## src/rtl/task_arbiter.sv

```systemverilog
// ============================================================================
// task_arbiter : round-robin task arbiter between requesters and a scheduler,
//                routing completions back by tag. Option: TASK_ARBITER_PRIO_EN
// Revision: 1.0
// ============================================================================
`default_nettype none

module task_arbiter #(
   parameter int NUM_REQ = 4,
   parameter int DATA_W  = 8,
   parameter int MAX_OUT = 8
) (
   input  logic                      clk,
   input  logic                      rst_n,
   input  logic [NUM_REQ-1:0]        req_valid,
   input  logic [NUM_REQ*DATA_W-1:0] req_task,
   output logic [NUM_REQ-1:0]        req_ready,
   output logic [DATA_W-1:0]         sched_task,
   output logic                      sched_valid,
   input  logic                      sched_full,
   input  logic                      sched_done,
   input  logic [DATA_W-1:0]         sched_completed,
   output logic [NUM_REQ-1:0]        resp_done,
   output logic [DATA_W-1:0]         resp_task,
   output logic [$clog2(MAX_OUT):0]  outstanding,
   output logic                      err
);

   localparam int IDX_W = $clog2(NUM_REQ);
   localparam int PTR_W = $clog2(MAX_OUT);
   localparam int OUT_W = PTR_W + 1;

   localparam logic [0:0] S_IDLE  = 1'b0;
   localparam logic [0:0] S_ISSUE = 1'b1;

   logic [0:0]         r_state;
   logic [IDX_W-1:0]   r_ptr;
   logic [IDX_W-1:0]   r_win;
   logic [NUM_REQ-1:0] r_full;
   logic [NUM_REQ-1:0] r_ready;
   logic [NUM_REQ-1:0] r_resp_done;
   logic [DATA_W-1:0]  r_hold [NUM_REQ];
   logic [DATA_W-1:0]  r_sched_task;
   logic [DATA_W-1:0]  r_resp_task;
   logic [IDX_W-1:0]   r_tag [MAX_OUT];
   logic [PTR_W-1:0]   r_wr;
   logic [PTR_W-1:0]   r_rd;
   logic [OUT_W-1:0]   r_out;
   logic               r_err;

   logic [NUM_REQ-1:0] w_cand;
   logic [NUM_REQ-1:0] w_take;
   logic [NUM_REQ-1:0] w_clr;
   logic [NUM_REQ-1:0] w_full_nxt;
   logic [IDX_W-1:0]   w_win;
   logic [IDX_W-1:0]   w_ptr_nxt;
   logic               w_found;
   logic               w_upd_ptr;
   logic               w_can_issue;
   logic               w_issue;
   logic               w_pop;
   int                 w_j;

   // Round-robin search starting at r_ptr; with priority enabled requester 0
   // is taken out of the rotation and overrides it whenever it holds a task.
   always_comb begin
      w_cand    = r_full;
      w_upd_ptr = 1'b1;
`ifdef TASK_ARBITER_PRIO_EN
      w_cand[0] = 1'b0;
`endif
      w_found = 1'b0;
      w_win   = '0;
      w_j     = 0;
      for (int k = 0; k < NUM_REQ; k++) begin
         w_j = int'(r_ptr) + k;
         if (w_j >= NUM_REQ) w_j = w_j - NUM_REQ;
         if (!w_found && w_cand[w_j[IDX_W-1:0]]) begin
            w_found = 1'b1;
            w_win   = w_j[IDX_W-1:0];
         end
      end
`ifdef TASK_ARBITER_PRIO_EN
      if (r_full[0]) begin
         w_win     = '0;
         w_upd_ptr = 1'b0;
      end
`endif
      w_ptr_nxt = (w_win == IDX_W'(NUM_REQ-1)) ? '0 : w_win + 1'b1;
   end

   assign w_can_issue = (r_state == S_IDLE) && (|r_full) && !sched_full &&
                        (r_out < OUT_W'(MAX_OUT));
   assign w_issue     = (r_state == S_ISSUE);
   assign w_pop       = sched_done && (r_out != '0);
   assign w_take      = req_valid & r_ready;
   // The winner's word moves into r_sched_task, so its slot frees on entry to ISSUE.
   assign w_clr       = {NUM_REQ{w_can_issue}} & (NUM_REQ'(1) << w_win);
   assign w_full_nxt  = (r_full & ~w_clr) | w_take;

   always_ff @(posedge clk or negedge rst_n) begin
      if (!rst_n) begin
         r_state      <= S_IDLE;
         r_ptr        <= '0;
         r_win        <= '0;
         r_full       <= '0;
         r_ready      <= '0;
         r_sched_task <= '0;
         r_wr         <= '0;
         r_rd         <= '0;
         r_out        <= '0;
         r_resp_done  <= '0;
         r_resp_task  <= '0;
         r_err        <= 1'b0;
      end else begin
         r_full      <= w_full_nxt;
         r_ready     <= ~w_full_nxt;
         r_resp_done <= '0;
         case (r_state)
            S_IDLE: begin
               if (w_can_issue) begin
                  r_state      <= S_ISSUE;
                  r_win        <= w_win;
                  r_sched_task <= r_hold[w_win];
                  if (w_upd_ptr) r_ptr <= w_ptr_nxt;
               end
            end
            S_ISSUE: begin
               r_state      <= S_IDLE;
               r_sched_task <= '0;
               r_wr         <= r_wr + 1'b1;
            end
            default: r_state <= S_IDLE;
         endcase
         if (w_pop) begin
            r_rd        <= r_rd + 1'b1;
            r_resp_done <= NUM_REQ'(1) << r_tag[r_rd];
            r_resp_task <= sched_completed;
         end
         if (sched_done && (r_out == '0)) r_err <= 1'b1;
         if (w_issue && !w_pop)      r_out <= r_out + 1'b1;
         else if (!w_issue && w_pop) r_out <= r_out - 1'b1;
      end
   end

   // Payload storage only; validity lives in r_full and the FIFO pointers.
   always_ff @(posedge clk) begin
      for (int i = 0; i < NUM_REQ; i++) begin
         if (w_take[i]) r_hold[i] <= req_task[i*DATA_W +: DATA_W];
      end
      if (w_issue) r_tag[r_wr] <= r_win;
   end

   assign req_ready   = r_ready;
   assign sched_task  = r_sched_task;
   assign sched_valid = w_issue;
   assign resp_done   = r_resp_done;
   assign resp_task   = r_resp_task;
   assign outstanding = r_out;
   assign err         = r_err;

endmodule

`default_nettype wire

```

## config.mk

```make
export PLATFORM = sky130hd
export DESIGN_NAME = task_arbiter
export DESIGN_NICKNAME = d
export VERILOG_FILES = /design/src/rtl/task_arbiter.sv
export SDC_FILE = /design/constraint.sdc
export NUM_CORES = 1
export LEC_CHECK = 0
export CAP_MARGIN = 20
export CORE_MARGIN = 2
export CORE_UTILIZATION = 55
export CTS_BUF_LIST = sky130_fd_sc_hd__clkbuf_8
export DETAILED_ROUTE_END_ITERATION = 8
export PLACE_DENSITY = 0.82
export SETUP_SLACK_MARGIN = 0.5
export SLEW_MARGIN = 20
export SYNTH_ARGS = -nofsm -noshare
export SYNTH_HDL_FRONTEND = slang
export SYNTH_SLANG_ARGS = --single-unit
```

## constraint.sdc

```tcl
create_clock -name clk -period 6.3 [get_ports clk]
set_input_delay 0.945 -clock clk [delete_from_list [all_inputs] [get_ports clk]]
set_output_delay 0.945 -clock clk [all_outputs]
set_load 0.01 [all_outputs]
```

After elaboration in Yosys (flattened, before gate mapping)
Memory sizes are Yosys's and may differ from the RTL's.
Cells that the tools add are included.
{"block": "word_totals", "ramBits": 48, "mem_bits_ro": 0, "out_inout_bits": 30, "reg_bits": 44, "latch_bits": 0, "memories": 2}
{"block": "op_classes", "muxes": 37, "mul": 0, "shifts": 2, "n_addsub": 12, "n_reduce_logical": 21, "order_cmp": 9, "eq_ne": 2, "n_div": 0, "n_bitwise": 7}
{"memory": "r_hold", "words": 4, "word_bits": 8, "read_ports": 1, "rd_clocked_by_memory_dff": 0, "write_ports": 4, "line_no": "42", "source": "logic [DATA_W-1:0] r_hold [NUM_REQ];"}
{"memory": "r_tag", "words": 8, "word_bits": 2, "read_ports": 1, "rd_clocked_by_memory_dff": 0, "write_ports": 1, "line_no": "45", "source": "logic [IDX_W-1:0] r_tag [MAX_OUT];"}
{"op": "$mux 1", "count": 18}
{"op": "$mux 2", "count": 9}
{"op": "$pmux 8 s2", "count": 1}
{"op": "$and 4x4->4", "count": 3}
{"op": "$lt 2x3->1 const B", "count": 4}
{"op": "$mux 4", "count": 3}
{"op": "$logic_and 1x1->1", "count": 10}
{"op": "$ge 3x3->1 const B", "count": 3}
{"op": "$bmux 1 s2", "count": 4}
{"op": "$mux 8", "count": 1}
{"op": "$not 4->4", "count": 2}
{"op": "$shl 1x2->4 const A", "count": 2}
{"op": "$sub 2x1->2 const B", "count": 4}
{"op": "$add 2x2->3 const B", "count": 2}
{"op": "$add 3x1->3 const B", "count": 2}
{"op": "$logic_not 1->1", "count": 6}
{"op": "$add 4x1->4 const B", "count": 1}
{"op": "$logic_not 4->1", "count": 1}
{"op": "$lt 4x4->1 const B", "count": 1}
{"op": "$or 4x4->4", "count": 1}
{"op": "$reduce_bool 4->1", "count": 1}
{"op": "$reduce_or 4->1", "count": 1}
{"op": "$sub 4x1->4 const B", "count": 1}
{"op": "$add 2x1->3 const B", "count": 1}
{"op": "8 further kinds", "count": 8}

Longest topological paths before layout
Gate-level depths: netlist of run 1.
{"block": "depth", "ltp_word": 20, "ltp_mapped": 12, "depth_no_buf": 11}

Least setup slack after synthesis of run 1
OpenSTA, ideal clock, no wires.
{"block": "synth_path", "path_type": "input -> register", "start": "input port sched_done", "end": "register r_out[3] (netlist: outstanding[3])", "t_arrival_ps": 2562, "required_time_ps": 6171, "path_slack_ps": 3609, "cell_stages": 11, "setup_ps": 129, "cell_sequence": "nor2b_1 > inv_1 > buf_2 > ha_1 > inv_1 > ha_1 > a21o_1 > a21oi_1 > xnor2_1 > nor2_1 > xor2_1"}
{"block": "synth_via", "elab_chain_len": 4, "word_cells_on_any_way": 6, "cone_classes": "mux (1); reduce/logical (5)"}
{"item": "from (decl)", "line_no": "21", "source": "input logic sched_done,"}
{"item": "$logic_and 1x1->1 (*)", "line_no": "95", "source": "assign w_pop = sched_done && (r_out != '0);"}
{"item": "$logic_not 1->1", "line_no": "141", "source": "if (w_issue && !w_pop) r_out <= r_out + 1'b1;"}
{"item": "$logic_and 1x1->1", "line_no": "141"}
{"item": "$mux 4 / $reduce_bool 2->1 (equally long branches)"}
{"item": "to (signal assigned)", "line_no": "141"}
{"item": "to (signal assigned)", "line_no": "142", "source": "else if (!w_issue && w_pop) r_out <= r_out - 1'b1;"}
{"item": "to (decl)", "line_no": "48", "source": "logic [OUT_W-1:0] r_out;"}
Mark *: on every way between the ends. The rest lies on a longest branch, timed or not.
A chain may end at the register's enable or synchronous reset.

Final worst setup path of run 1
Same ends and word-level chain as after synthesis.

==> results.ini, run 1 <==
[status]
status = finished clean

[floorplanning]
die_y_um = 87.0
start_util = 0.564
die_x_um = 87.0
die-area_sq_um = 7570
rows = 30
ios = 78
core-area_sq_um = 6720

[final_layout]
fin_nets = 417
drive_above_1_share = 0.0926
fin_area_sq_um = 4810
antenna_cells = 0
area_delta_synth_final_pct = 27.0
fillerInstances = 462

[sta]
final_min_period_over_clock_period = 0.573
min_period_ns = 3.61
report.final.hold_viol_count = 0
tightest_slew_ns = 0.779
grt_setup_unrepaired = false
timing.fmax_ghz = 0.277
tns_ns = 0
max_slew_margin = 0.480
finClkSkew_ns = 0.0122
drv_slew = 0
fin_hold_ws_ns = 0.465
setup_violations = 0

[synth]
synth-edff-count = 48
synth_area_sq_um = 3790
yosysWarnings = 0
synthTopCellsByArea = edfxtp_1, dfrtp_1, nand2_1
synthDistinctLibCells = 41
ys.flop_type = edfxtp_1
synth.most_common_cell = edfxtp_1
synth_simple_gate_area_frac = 0.115
synth-xor-area-share = 0.0185
yosys.area.top_type_share = 0.381
synthMuxAreaShare = 0.0486
synth_compound_area_frac = 0.0955
ys_ff_latch = 92
synthTopCellsByCount = edfxtp_1, nand2_1, dfrtp_1
seq_area_frac_synth = 0.671
synthCells = 283
yosysTopAreaCell = edfxtp_1
synth_fa_ha_area_frac = 0.0251
synth_top_family_by_area = simple AND/OR/NAND/NOR gates
synthArstFlopShare = 0.478
synth_fp_nets = 338
syn_avg_cell_area_sq_um = 13.4

[setup_path]
worstSetupPathType = primary input to register
start_kind = primary input
crit_chain = clkdlybuf4s50_1 -> nor2b_1 -> inv_1 -> ha_1 -> inv_1 -> ha_1 -> a21o_1 -> a21oi_1 -> xnor2_1 -> nor2_1 -> xor2_1
cp_top_family = buffers and inverters
path_buf_inv = 3
cpPeakStageDelay_ns = 0.64
critical_path.slowest_cell = nor2b_1
crit_required_ns = 6.55
crit_fanout = 13
critPathArrivalTime_ns = 3.86
endpoint_kind = register

[drt]
wire_per_inst_um = 16.1
vias = 2493
wl_met3_um = 367
drc = 0
firstDrtPassIters = 5
wl_met1_um = 2900
drtIter0Drc = 110
routed_wl_um = 7210
top_layer = met4
drt-vias-per-instance = 5.58
postRouteAntennaNets = 0
wl_met2_um = 3810

[global_routing]
grt_start_max_net_pins = 45
grt_pass1_vias = 2533
grt-ovfl-total = 0
grt_pass1_wl_um = 11700
grt.total_usage = 0.204
antenna_found_initial = 0

[clock_tree]
clock_path_buffers = 2
cts_hold_buf = 0
cts_root_buffer = clkbuf_8
ctsResizeCount = 0
htreeDepth = 3
cts_buffers = 9
cts.reportedPaths.clkPinSlew_ns = 0.09
cts_num_sinks = 92
cts_setup_buffers = 0
insertion_delay_ns = 0.36
tritoncts = done

[worst_hold_path]
hold_class = register to register

[placement]
place_area_sq_um = 4590
dp_hpwl_um = 5360
gp_congestion = 0.774
port_buffers = 77

[pwr]
power_leakage_nw = 1.89
vdd_ir_drop_max_mv = 0.250
p_per_area_nw_per_um2 = 446

[job]
cap_violations = 0

## report_power, final
part / leakage, nW / switching, W / internal [W]
clock: 0.0951 / 0.000222 / 0.000153
sequential: 0.974 / 0.000160 / 0.000816
combinational: 0.822 / 0.000397 / 0.000399
## state kept, by name, summed over array words and instances (netlist names)
signal	cells
r_hold	32
r_tag	16
resp_task	8
sched_task	8
outstanding	4
r_full	4
req_ready	4
resp_done	4
r_rd	3
r_wr	3
r_ptr	2
r_win	2
err	1
sched_valid	1
## layer usage
metal | vias to the layer above | GRT usage
met5 | - | 0
met4 | 0 | 0.0909
met3 | 13 | 0.0398
met2 | 82 | 0.352
met1 | 1219 | 0.250
li1 | 1179 | -
## placed cells by master (no fill, tap or decap), drive strengths merged, types with 7 or more instances in the layout
| cell type | synthesis | routed |
|---|---|---|
| clkdlybuf4s50 | 0 | 76 |
| a21o | 7 | 7 |
| clkbuf | 1 | 9 |
| nand3 | 11 | 11 |
| a21oi | 16 | 16 |
| dfrtp | 44 | 44 |
| nand2 | 46 | 46 |
| inv | 9 | 12 |
| nor2 | 13 | 13 |
| edfxtp | 48 | 48 |
| nand2b | 7 | 7 |
## logic make-up (layout without fill, tap and decap cells)
group | after synthesis | in the layout
xor+xnor | 8 | 8
simple gates | 92 | 92
compound gates | 52 | 52
mux | 13 | 13
flops | 92 | 92
buf+inv | 19 | 103
fa+ha+maj | 7 | 7
## stage by stage
step,std cells,total power (W),utilization,setup slack [ns]
CTS,446,0.00216,0.712,2.68
finish,447,0.00215,0.716,2.69
floorplan,283,0.00148,-,3.61
global placement,430,0.00174,0.683,2.53
detailed placement,430,0.00179,0.683,2.32
global route,447,0.00229,0.716,2.42
## path summary, 6_finish.rpt
path / depth (start not counted) / from / endpoint / slack (ns)
min reg2reg: 1 / err / err / 0.47
max reg2reg: 11 / outstanding[0] / outstanding[3] / 3.17
min in group asynchronous: 1 / rst_n / resp_done[3] / 0.55
min: 1 / err / err / 0.47
max: 11 / sched_done / outstanding[3] / 2.69
max in group asynchronous: 2 / rst_n / resp_task[0] / 5.26
## final cells by class
type	count	area, sq um	area share
sequential	92	2540	0.528
multi-input combinational	172	1150	0.238
timing repair buffer	78	793	0.165
clock buffer	9	124	0.0257
tap	80	100	0.0208
clock inverter	7	70.1	0.0146
inverter	9	33.8	0.00702
Power figures use the tool's default switching activity.
==> inputs of run 2 (changes only) <==
Settings changed: CORE_UTILIZATION 55 to 48, PLACE_DENSITY 0.82 to 0.76.
Clock period 6.3 ns to 3.3 ns, I/O delays scaled along.
==> run 2 against run 1 <==
  * Clock skew down 0.0041 ns
  * Final cell count up 5.1%
  * Final area is 0.78% higher
  * Global-route usage decreased by 1.8 points
  * Critical path type is now register to register
  * Non-clock buffer count rose by 1
==> results.ini, run 2 (synthesis gave the netlist of run 1 again) <==
[setup_path]
critPathArrivalTime_ns = 2.76  ; -1.10 ns
reg2regPathDepth = 11  ; unchanged
rr_endpoint = outstanding[3]
endpoint_kind = register
crit_fanout = 11  ; -2
r2r-start = outstanding[0]
startpoint = outstanding[0]
worstSetupPathType = register to register
start_kind = register
crit_required_ns = 3.55  ; -3.00 ns
reg2reg_slack_ns = 0.79  ; -2.38 ns
critPathCapture = outstanding[3]

[clock_tree]
cts_num_sinks = 92  ; unchanged
tritoncts = done
clock_path_buffers = 2  ; unchanged
cts_root_buffer = clkbuf_8
cts_setup_buffers = 0  ; unchanged
cts_buffers = 9  ; unchanged
insertion_delay_ns = 0.36  ; about the same
cts.reportedPaths.clkPinSlew_ns = 0.09  ; about the same
htreeDepth = 3  ; unchanged

[pwr]
p_sw_frac = 0.356  ; -0.00690
p_int_w = 0.00269  ; +97%
vdd_ir_drop_max_mv = 0.415  ; +66%
power_w = 0.00418  ; +95%
power_switching_w = 0.00149  ; +91%
p_per_area_nw_per_um2 = 862  ; +93%
clockPowerShare = 0.185  ; +0.010
combPwrFrac = 0.368  ; -0.003
power_leakage_nw = 1.89  ; -0.19%
seq_power_share = 0.447  ; -0.007

[drt]
firstDrtPassIters = 4  ; -1
postRouteAntennaNets = 0  ; unchanged
drt-vias-per-instance = 5.29  ; -5.2%
wire_per_inst_um = 15.7  ; -2.7%
routed_wl_um = 7380  ; +2.3%
vias = 2484  ; -0.36%
drtIter0Drc = 154  ; +40%
drc = 0  ; unchanged

[sta]
min_period_ns = 2.51
setup_violations = 0  ; unchanged
fin_hold_ws_ns = 0.270  ; -0.195 ns
max_slew_margin = 0.372  ; -0.108
timing.fmax_ghz = 0.399
finClkSkew_ns = 0.00810  ; -0.00412 ns
tightest_slew_ns = 0.942  ; +0.163 ns
drv_slew = 0  ; unchanged
report.final.hold_viol_count = 0  ; unchanged
grt_setup_unrepaired = false
final_min_period_over_clock_period = 0.760
tns_ns = 0  ; unchanged

[floorplanning]
die-area_sq_um = 8620  ; +14%
die_x_um = 92.8  ; +6.7%
die_y_um = 92.8  ; +6.7%
ios = 78  ; unchanged
core-area_sq_um = 7690  ; +14%
rows = 32  ; +6.7%
start_util = 0.493  ; -0.0710

[global_routing]
met3_usage = 0.0553  ; +0.0155
grt-ovfl-total = 0  ; unchanged
antenna_found_initial = 0  ; unchanged
grtUsageMet2 = 0.306  ; -0.0457
grt_start_max_net_pins = 45  ; unchanged
grt_pass1_vias = 2502  ; -1.2%
grt.total_usage = 0.186  ; -0.0181
top_usage_layer = met2
use_met1 = 0.229  ; -0.0202
grt_pass1_wl_um = 12100  ; +4.0%

[final_layout]
top_register = r_hold
fin_nets = 418  ; +0.24%
layout_common_cells = clkdlybuf4s50_1, edfxtp_1, nand2_1, dfrtp_1, a21oi_1
area_delta_synth_final_pct = 28.0
reg_top3 = r_hold x32, r_tag x16
fin_util = 0.631  ; -0.0853
drive_above_1_share = 0.101  ; +0.00790
antenna_cells = 0  ; unchanged
final_common_cell = clkdlybuf4s50_1
largest_reg_flops = 32  ; unchanged

[worst_hold_path]
hold_class = primary input to async pin

[status]
status = finished clean

[placement]
port_buffers = 77  ; unchanged
dp_hpwl_um = 5340  ; -0.33%
gp_congestion = 0.768  ; -0.80%

[job]
cap_violations = 0  ; unchanged

-- run 2: cell types whose count changed in the layout (fill, tap and decap cells not counted), sizes merged --
| cell | change |
|---|---|
| clkinv | -1 |
| bufinv | +1 |
| buf | +1 |
| inv | -2 |
| clkinvlp | +2 |
-- run 2: through the flow --
step | setup slack, ns | instances | instance area [sq um]
after floorplan | 0.818 | 283 | 3790
after global placement | 0.579 | 454 | 4630
after detailed placement | 0.486 | 454 | 4630
after CTS | 0.526 | 470 | 4840
after global routing | 0.550 | 470 | 4850
final | 0.791 | 470 | 4850
-- run 2: final cells by class --
cell class	count	area [sq um]
Fill cell	621	2840
Multi-Input combinational cell	172	1150
Clock buffer	9	124
Inverter	9	33.8
Clock inverter	7	86.3
Tap cell	102	128
Timing Repair Buffer	79	781
Sequential cell	92	2540
-- run 2: what timing repair did --
action	CTS	global route
gates resized for setup	0	2
hold buffers	0	0
hold endpoints to repair	0	0
endpoints found under the setup margin	0	1
-- run 2: layer usage --
metal,vias to the layer above,part of all wire
met5,-,0
met4,0,0.023
met3,17,0.058
met2,87,0.50
met1,1197,0.42
li1,1183,-
-- run 2: worst min path at each step --
stage	from	to	slack [ns]
6_report	rst_n	resp_done[3]	0.27
5_1_grt	rst_n	resp_done[3]	0.33
4_1_cts	rst_n	resp_done[3]	0.30
3_5_place_dp	err	err	0.46
3_3_place_gp	resp_task[5]	resp_task[5]	0.46
2_1_floorplan	rst_n	err	0.20
-- run 2: worst max-delay path: stages, from the launching register on --
cell and delay (ns):
dfrtp_1 0.47, nor4_2 0.36, nor2b_1 0.11, inv_2 0.18, ha_1 0.22, inv_1 0.10
ha_1 0.29, a21o_1 0.18, a21oi_1 0.16, xnor2_1 0.13, nor2_1 0.06, xor2_1 0.14
-- run 2: power by group through the flow --
stage	Combinational (W)	Clock, W	Sequential, W
after CTS	0.00155	0.000793	0.00187
after detailed placement	0.00154	0	0.00189
after floorplan	0.000986	0	0.00183
after global placement	0.00149	0	0.00188
final	0.00154	0.000774	0.00187
after global routing	0.00171	0.000847	0.00192
==> inputs of run 3 (changes only) <==
Settings changed: CORE_UTILIZATION 48 to 53, PLACE_DENSITY 0.76 to 0.79.
Clock period 3.3 ns to 2.4 ns, I/O delays scaled along.
==> run 3 against run 2 <==
  * Global-route usage increased by 2.0 points
  * Clock power increased by 19%
  * Core utilization increased by 9.4 points
  * Worst setup slack got worse by 0.40 ns
  * Critical endpoint unchanged
==> results.ini, run 3 (synthesis gave the netlist of run 1 again) <==
[clock_tree]
tritoncts = done
cts_buffers = 9  ; unchanged
htreeDepth = 3  ; unchanged
clock_path_buffers = 2  ; unchanged
insertion_delay_ns = 0.36  ; about the same
cts_num_sinks = 92  ; unchanged
cts_root_buffer = clkbuf_8
cts.reportedPaths.clkPinSlew_ns = 0.09  ; about the same

[final_layout]
fin_area_sq_um = 4980  ; +2.7%
area_delta_synth_final_pct = 31.5
largest_reg_flops = 32  ; unchanged
final_common_cell = clkdlybuf4s50_1
top_register = r_hold
fin_util = 0.725  ; +0.0941
drive_above_1_share = 0.162  ; +0.0613
antenna_cells = 0  ; unchanged
fillerInstances = 472  ; -24%
stdcell_count = 479  ; +1.9%
layout_common_cells = clkdlybuf4s50_1, edfxtp_1, nand2_1, dfrtp_1
reg_top3 = r_hold x32, r_tag x16
fin_nets = 433  ; +3.6%

[floorplanning]
die-area_sq_um = 7840  ; -9.0%
start_util = 0.551  ; +0.0587
rows = 30  ; -6.3%
die_y_um = 88.5  ; -4.6%
ios = 78  ; unchanged
core-area_sq_um = 6870  ; -11%
die_x_um = 88.5  ; -4.6%

[pwr]
p_per_area_nw_per_um2 = 1160  ; +35%
vdd_ir_drop_max_mv = 0.503  ; +21%
power_leakage_nw = 1.96  ; +3.7%

[drt]
firstDrtPassIters = 4  ; unchanged
postRouteAntennaNets = 0  ; unchanged
drtIter0Drc = 180  ; +17%
vias = 2555  ; +2.9%
drt-vias-per-instance = 5.33  ; +0.93%
drc = 0  ; unchanged
wire_per_inst_um = 15.7  ; -0.14%
routed_wl_um = 7510  ; +1.8%

[sta]
timing.fmax_ghz = 0.498  ; +25%
setup_violations = 0  ; unchanged
tns_ns = 0  ; unchanged
report.final.hold_viol_count = 0  ; unchanged
grt_setup_unrepaired = true
min_period_ns = 2.01  ; -0.502 ns
finClkSkew_ns = 0.0120  ; +0.00391 ns
final_min_period_over_clock_period = 0.836  ; +0.0759
max_slew_margin = 0.610  ; +0.238
tightest_slew_ns = 0.586  ; -0.357 ns
drv_slew = 0  ; unchanged

[placement]
post-place-cells = 453  ; -0.22%
gp_congestion = 0.823  ; +7.2%
port_buffers = 77  ; unchanged
dp_hpwl_um = 5270  ; -1.3%
place_area_sq_um = 4700  ; +1.5%

[setup_path]
crit_required_ns = 2.65  ; -0.90 ns
critPathArrivalTime_ns = 2.26  ; -0.50 ns
reg2regPathDepth = 11  ; unchanged
endpoint_kind = register
worstSetupPathType = register to register
crit_fanout = 3  ; -8
start_kind = register

[global_routing]
grt-ovfl-total = 0  ; unchanged
antenna_found_initial = 0  ; unchanged
grt_pass1_vias = 2503  ; +0.040%
grt.total_usage = 0.206  ; +0.0200
grt_pass1_wl_um = 11900  ; -2.1%
grt_start_max_net_pins = 25  ; -44%

[worst_hold_path]
holdPathStages = 1
hold_class = register to register

[status]
status = finished clean

[job]
cap_violations = 0  ; unchanged

[run 3: final timing paths]
check | startpoint | to | slack (ns)
worst max register to register | outstanding[3] | outstanding[3] | 0.39
worst min register to register | err | err | 0.47
min in group asynchronous | rst_n | outstanding[2] | 0.53
worst min-delay path | err | err | 0.47
worst max-delay path | outstanding[3] | outstanding[3] | 0.39
max in group asynchronous | rst_n | r_full[0] | 1.19
[run 3: power breakdown]
group	total, W	internal, W	switching (W)	leakage (nW)
Combinational	0.00232	0.00119	0.00113	0.897
Sequential	0.00255	0.00215	0.000395	0.969
Clock	0.000919	0.000381	0.000537	0.0914
[run 3: layer usage]
| metal | up-vias | share of wire | track usage |
|---|---|---|---|
| li1 | 1212 | - | - |
| met1 | 1234 | 0.41 | 0.263 |
| met2 | 93 | 0.50 | 0.334 |
| met3 | 16 | 0.064 | 0.0681 |
| met4 | 0 | 0.021 | 0.0716 |
| met5 | - | 0 | 0 |
[run 3: through the flow]
step / hold WS [ns] / setup WS (ns) / power, W
3_5_place_dp: 0.377 / 0.135 / 0.00478
5_1_grt: 0.497 / 0.319 / 0.00619
6_report: 0.470 / 0.393 / 0.00579
3_3_place_gp: 0.367 / 0.130 / 0.00471
2_1_floorplan: 0.0644 / 0.232 / 0.00394
4_1_cts: 0.476 / 0.354 / 0.00578
[run 3: layout make-up]
class                           instances  area (sq um)  share of cell area
Sequential cell                        92          2550               0.512
Clock buffer                            9           124              0.0249
Inverter                                9          36.3             0.00729
Tap cell                               96           120              0.0241
Timing Repair Buffer                   94           900               0.181
Clock inverter                          7          51.3              0.0103
Multi-Input combinational cell        172          1200               0.241
[run 3: worst max-delay path: stages (launching register included)]
cell     delay (ns)
dfrtp_2        0.43
nor4_4         0.31
nor2b_2        0.08
inv_2          0.08
ha_4           0.14
inv_4          0.05
ha_4           0.20
a21o_1         0.16
a21oi_2        0.12
xnor2_1        0.12
nor2_1         0.07
xor2_1         0.13
[run 3: what timing repair did]
| item | CTS | global route |
|---|---|---|
| setup endpoints to repair | 5 | 13 |
| pin swaps | 0 | 1 |
| hold buffers | 1 | 0 |
| endpoints found under the hold margin | 22 | 0 |
| setup buffers | 5 | 4 |
| resized for setup | 3 | 5 |
